===== config.mk =====
export PLATFORM = sky130hd
export DESIGN_NAME = video_timing_generator
export DESIGN_NICKNAME = d
export VERILOG_FILES = /design/src/rtl/video_timing_generator.sv
export SDC_FILE = /design/constraint.sdc
export NUM_CORES = 1
export LEC_CHECK = 0
export BUFFER_PORTS_ARGS = -buffer_cell sky130_fd_sc_hd__buf_4
export CORE_UTILIZATION = 38
export DETAILED_ROUTE_END_ITERATION = 16
export PLACE_DENSITY = 0.57
export SYNTH_ARGS = -nofsm -noshare
export SYNTH_HDL_FRONTEND = slang
export SYNTH_SLANG_ARGS = --single-unit

===== constraint.sdc =====
create_clock -name clk -period 2.84 [get_ports clk]
set_clock_uncertainty 0.1 [all_clocks]
set_input_delay 0.284 -clock clk [delete_from_list [all_inputs] [get_ports clk]]
set_output_delay 0.284 -clock clk [all_outputs]
set_load 0.03 [all_outputs]

===== src/rtl/video_timing_generator.sv =====
// Run-time programmable raster timing generator. A shadow timing bank is committed to the
// active bank at frame end; decoded sync/blank/colour/interrupt outputs lag the counters by one tick.
module video_timing_generator #(
    parameter int CW        = 9,
    parameter int CDW       = 3,
    parameter int RST_END_H = 447,
    parameter int RST_END_V = 311
) (
    input  logic           clk,
    input  logic           rst_n,
    input  logic           clken,
    input  logic           cfg_we,
    input  logic [3:0]     cfg_addr,
    input  logic [CW-1:0]  cfg_wdata,
    input  logic           cfg_commit,
    output logic           cfg_pending,
    input  logic           vint_enable,
    input  logic           rint_enable,
    input  logic [CW-1:0]  raster_line,
    input  logic [CDW-1:0] ri,
    input  logic [CDW-1:0] gi,
    input  logic [CDW-1:0] bi,
    output logic [CDW-1:0] ro,
    output logic [CDW-1:0] go,
    output logic [CDW-1:0] bo,
    output logic [CW-1:0]  hcnt,
    output logic [CW-1:0]  vcnt,
    output logic           hsync,
    output logic           vsync,
    output logic           csync,
    output logic           hblank,
    output logic           vblank,
    output logic           frame_start,
    output logic           int_n,
    output logic           raster_int_in_progress
);

    localparam int NREG      = 15;
    localparam int IDX_END_H = 0;
    localparam int IDX_END_V = 1;
    localparam int IDX_HB_B  = 2;
    localparam int IDX_HB_E  = 3;
    localparam int IDX_HS_B  = 4;
    localparam int IDX_HS_E  = 5;
    localparam int IDX_VB_B  = 6;
    localparam int IDX_VB_E  = 7;
    localparam int IDX_VS_B  = 8;
    localparam int IDX_VS_E  = 9;
    localparam int IDX_VCINT = 10;
    localparam int IDX_VI_B  = 11;
    localparam int IDX_VI_E  = 12;
    localparam int IDX_RI_B  = 13;
    localparam int IDX_RI_E  = 14;

    typedef logic [CW-1:0] word_t;

    function automatic word_t rst_val(input int idx);
        case (idx)
            IDX_END_H: return word_t'(RST_END_H);
            IDX_END_V: return word_t'(RST_END_V);
            IDX_HB_B:  return word_t'(320);
            IDX_HB_E:  return word_t'(415);
            IDX_HS_B:  return word_t'(344);
            IDX_HS_E:  return word_t'(375);
            IDX_VB_B:  return word_t'(248);
            IDX_VB_E:  return word_t'(255);
            IDX_VS_B:  return word_t'(248);
            IDX_VS_E:  return word_t'(251);
            IDX_VCINT: return word_t'(248);
            IDX_VI_B:  return word_t'(4);
            IDX_VI_E:  return word_t'(67);
            IDX_RI_B:  return word_t'(256);
            default:   return word_t'(319);
        endcase
    endfunction

    // Inclusive window; begin > end naturally yields an empty window, never a wrapped one.
    function automatic logic in_win(input word_t x, input word_t b, input word_t e);
        return (x >= b) && (x <= e);
    endfunction

    word_t shadow_q [NREG];
    word_t active_q [NREG];

    logic frame_end;
    logic apply_commit;
    logic line_hit;
    logic hb_d, vb_d, hs_d, vs_d, fs_d, vint_d, rint_d;

    // NOTE: every always_comb output is assigned on every path, so no latch can be inferred.
    always_comb begin
        frame_end    = (hcnt == active_q[IDX_END_H]) && (vcnt == active_q[IDX_END_V]);
        apply_commit = clken && frame_end && (cfg_pending || cfg_commit);
        if (raster_line == '0)
            line_hit = (vcnt == active_q[IDX_END_V]);
        else
            line_hit = (vcnt == raster_line - word_t'(1));
        hb_d   = in_win(hcnt, active_q[IDX_HB_B], active_q[IDX_HB_E]);
        vb_d   = in_win(vcnt, active_q[IDX_VB_B], active_q[IDX_VB_E]);
        hs_d   = in_win(hcnt, active_q[IDX_HS_B], active_q[IDX_HS_E]);
        vs_d   = in_win(vcnt, active_q[IDX_VS_B], active_q[IDX_VS_E]);
        fs_d   = (hcnt == '0) && (vcnt == '0);
        vint_d = vint_enable && (vcnt == active_q[IDX_VCINT])
                 && in_win(hcnt, active_q[IDX_VI_B], active_q[IDX_VI_E]);
        rint_d = rint_enable && line_hit && in_win(hcnt, active_q[IDX_RI_B], active_q[IDX_RI_E]);
    end

    // NOTE: the timing banks are control state, not storage, so both are reset to defaults.
    always_ff @(posedge clk or negedge rst_n) begin
        if (!rst_n) begin
            for (int i = 0; i < NREG; i++) begin
                shadow_q[i] <= rst_val(i);
                active_q[i] <= rst_val(i);
            end
            cfg_pending <= 1'b0;
        end else begin
            // Active bank takes the shadow as it stood before this cycle's write.
            for (int i = 0; i < NREG; i++) begin
                if (apply_commit)
                    active_q[i] <= shadow_q[i];
                if (cfg_we && cfg_addr == 4'(i))
                    shadow_q[i] <= cfg_wdata;
            end
            if (apply_commit)
                cfg_pending <= 1'b0;
            else if (cfg_commit)
                cfg_pending <= 1'b1;
        end
    end

    // NOTE: sequential state uses non-blocking assignments so all registers sample pre-edge values.
    always_ff @(posedge clk or negedge rst_n) begin
        if (!rst_n) begin
            hcnt                   <= '0;
            vcnt                   <= '0;
            hsync                  <= 1'b1;
            vsync                  <= 1'b1;
            csync                  <= 1'b1;
            hblank                 <= 1'b0;
            vblank                 <= 1'b0;
            frame_start            <= 1'b0;
            int_n                  <= 1'b1;
            raster_int_in_progress <= 1'b0;
            ro                     <= '0;
            go                     <= '0;
            bo                     <= '0;
        end else if (clken) begin
            if (hcnt == active_q[IDX_END_H]) begin
                hcnt <= '0;
                vcnt <= (vcnt == active_q[IDX_END_V]) ? '0 : vcnt + word_t'(1);
            end else begin
                hcnt <= hcnt + word_t'(1);
            end
            hsync                  <= ~hs_d;
            vsync                  <= ~vs_d;
            csync                  <= ~hs_d & ~vs_d;
            hblank                 <= hb_d;
            vblank                 <= vb_d;
            frame_start            <= fs_d;
            int_n                  <= ~(vint_d | rint_d);
            raster_int_in_progress <= rint_d;
            ro                     <= (hb_d || vb_d) ? '0 : ri;
            go                     <= (hb_d || vb_d) ? '0 : gi;
            bo                     <= (hb_d || vb_d) ? '0 : bi;
        end
    end

endmodule


==> results by group <==
Run status
  – Outcome: finished clean

Placement
  – DP HPWL: 24800 µm
  – Placed Instances: 1889
  – GP Congestion: 0.843
  – Pre-CTS WS: 0.189 ns
  – Number of buffers added on ports: 73

Finish
  – # diodes: 0
  – Area occupied by multi-input gates: 6400 µm²
  – Final Net Count: 1570
  – Share of cells above drive strength 1: 36.9%
  – Layout fillers: 3619
  – Commonest non-fill, non-tap cell in the layout: mux2_2
  – Most frequent cells in the layout: mux2_2, dfstp_2, dfrtp_1
  – Syn-to-layout area delta: 18.7%
  – Fin cells: 1963
  – Register Area: 7860 µm²

Synth
  – Netlist cell types: 56
  – Register bit count reported by yosys: 306
  – Ys flop type: dfstp_2
  – Post-Syn Nets: 1440
  – Mapped cell area: 15000 µm²
  – Mean Syn Cell Area: 11.6 µm²
  – Cells after Synth: 1289
  – Number of synthesized flops with an enable pin: 0
  – Area contributors post-synth: dfstp_2, dfrtp_1, mux2_2, ha_1, o21ai_0
  – Yosys top cell by area: dfstp_2
  – Post-synth ARST share: 100%
  – Ys Warns: 0
  – Yosys top cell area share: 27.4%
  – Sequential share of the synthesized area: 52.5%

Die
  – # rows: 72
  – Die area: 40200 µm²
  – Chip height: 200 µm
  – I/O pin count: 74
  – Initial Util: 38.6%
  – Die Width: 200 µm
  – Core ar.: 38700 µm²

Power and ir drop
  – Leak: 0.00817 µW
  – Power Density: 796 nW/µm²
  – Tot Pwr: 14100 µW
  – IR drop worst, VDD: 365 µV

Clock tree
  – TritonCTS Buffers: 35
  – CTS root buffer: clkbuf_16
  – Clock Tree Buf Depth: 3
  – CTS tree: yes
  – CTS sink count: 306
  – Setup bufs post-CTS: 0
  – Clock slew at reported path FFs: 0.06 ns
  – Clock latency at the later pin of the worst-skew pair: 0.53 ns
  – Htree depth: 2

Route
  – 1st-iter DRT viols: 506
  – TritonRoute pass-1 iters: 5
  – Vias per cell: 5.06
  – Vias after detailed routing: 9930
  – DRC viols: 0
  – Final ANT Viol Nets: 0
  – DRT Wirelength: 36900 µm
  – WL/cell: 18.8 µm

GRT
  – Largest net degree at the start of global routing: 80
  – Vias in the first global route: 10300
  – Initial antenna violation count: 1
  – GRT Util Overall: 18.8%
  – First-pass GRT wire length: 58900 µm
  – Total grt overflow: 0

Timing
  – Hold Worst Slack: 0.141 ns
  – Period utilization: 94.4%
  – Period minus WS final: 2.68 ns
  – RSZ-0062 raised after global routing: no
  – Fin. max-slew vios: 0
  – Crit path setup slack, layout: 0.159 ns
  – Tightest Pin Transition: 0.564 ns
  – Slew headroom: 62.4%
  – Hold Fails Final Rpt: 0
  – Peak Freq: 0.373 GHz
  – Final setup fails: 0
  – TNS Setup: 0 ns

Critical path
  – Crit start category: register
  – Crit path max fanout: 9
  – Required @ worst endpoint: 3.13 ns
  – Setup CP Type: register to register
  – CP Capture Type: register
  – WP data arrival: 2.97 ns

Run
  – Total of max-cap violations: 0

Hold path
  – Hold Crit Class: input port to register
through the flow:
| step | utilization [%] | area [µm²] |
|---|---|---|
| 2_1_floorplan | - | 15000 |
| 3_3_place_gp | 42.5 | 16500 |
| 3_5_place_dp | 42.5 | 16500 |
| 4_1_cts | 45.8 | 17700 |
| 5_1_grt | 45.8 | 17700 |
| 6_report | 45.8 | 17700 |
Yosys cell counts, types with 9 or more instances:
library cell and number:
o21ai_1 10, buf_2 17, dfrtp_1 150, a21oi_1 23, nand3_1 18, ha_1 113
nand2b_1 17, o21a_1 9, xor2_1 13, o21ai_0 115, nand2_1 119, nand4_1 13
a21o_1 13, clkbuf_1 27, buf_4 14, mux2_2 174, inv_1 108, nor2_1 39
dfstp_2 156, a22o_1 10, xnor2_1 29, a211oi_1 12
logic make-up after synthesis:
family,synth area share (%)
flip-flops,52.5
multiplexers,13.2
buffers and inverters,4.69
adder cells (fa/ha/maj),9.45
XOR/XNOR,2.46
AND/OR/NAND/NOR,7.85
AO/OA/AOI/OAI,9.88
worst max-delay path: stages (launching register included):
cell and delay [ns]:
dfstp_2 0.51, inv_1 0.04, ha_1 0.29, a211o_1 0.27
a21oi_1 0.11, a31oi_1 0.09, or3_1 0.31, a221o_1 0.35
o311a_1 0.26, a22o_1 0.23
path summary, 6_finish.rpt:
kind	slack, ns	from	end	depth (start not counted)
min reg2reg	0.36	shadow_q[30]	active_q[30]	2
max	0.16	active_q[103]	ro[0]	9
max in group asynchronous	1.62	rst_n	active_q[119]	3
max reg2reg	0.16	active_q[103]	ro[0]	9
min in group asynchronous	0.20	rst_n	hcnt[6]	2
min	0.14	cfg_wdata[0]	shadow_q[9]	2
report_power, final:
part	switching (µW)	leakage, µW	total, µW	internal (µW)
Clock	1810	0.000569	4590	2780
Combinational	1910	0.00417	3500	1580
Sequential	452	0.00343	6040	5590
Total	4170	0.00817	14100	9950
final cells by class:
class / count / area share (%)
Inverter: 109 / 2.31
Clock inverter: 11 / 0.867
Clock buffer: 52 / 5.75
Multi-Input combinational cell: 816 / 36.1
Sequential cell: 306 / 44.3
Timing Repair Buffer: 151 / 7.08
Tap cell: 518 / 3.65
per-layer routing:
layer / global-route usage [%] / part of all wire [%]
met1: 26.7 / 48
met2: 30.1 / 46
met3: 2.73 / 4.2
met4: 4.96 / 2.0
met5: 0 / 0
state kept, by name (all words and copies together), names as in the netlist, 3 cells and up:
name,cells
ro,3
go,3
active_q,135
bo,3
hcnt,9
shadow_q,135
vcnt,9
repair_timing:
item                       CTS  global route
hold buffers                11             0
gates resized for setup      0             2
hold endpoints to repair    58             0
setup endpoints to repair    0             3
Note: power is estimated with default switching activity, not from simulation.
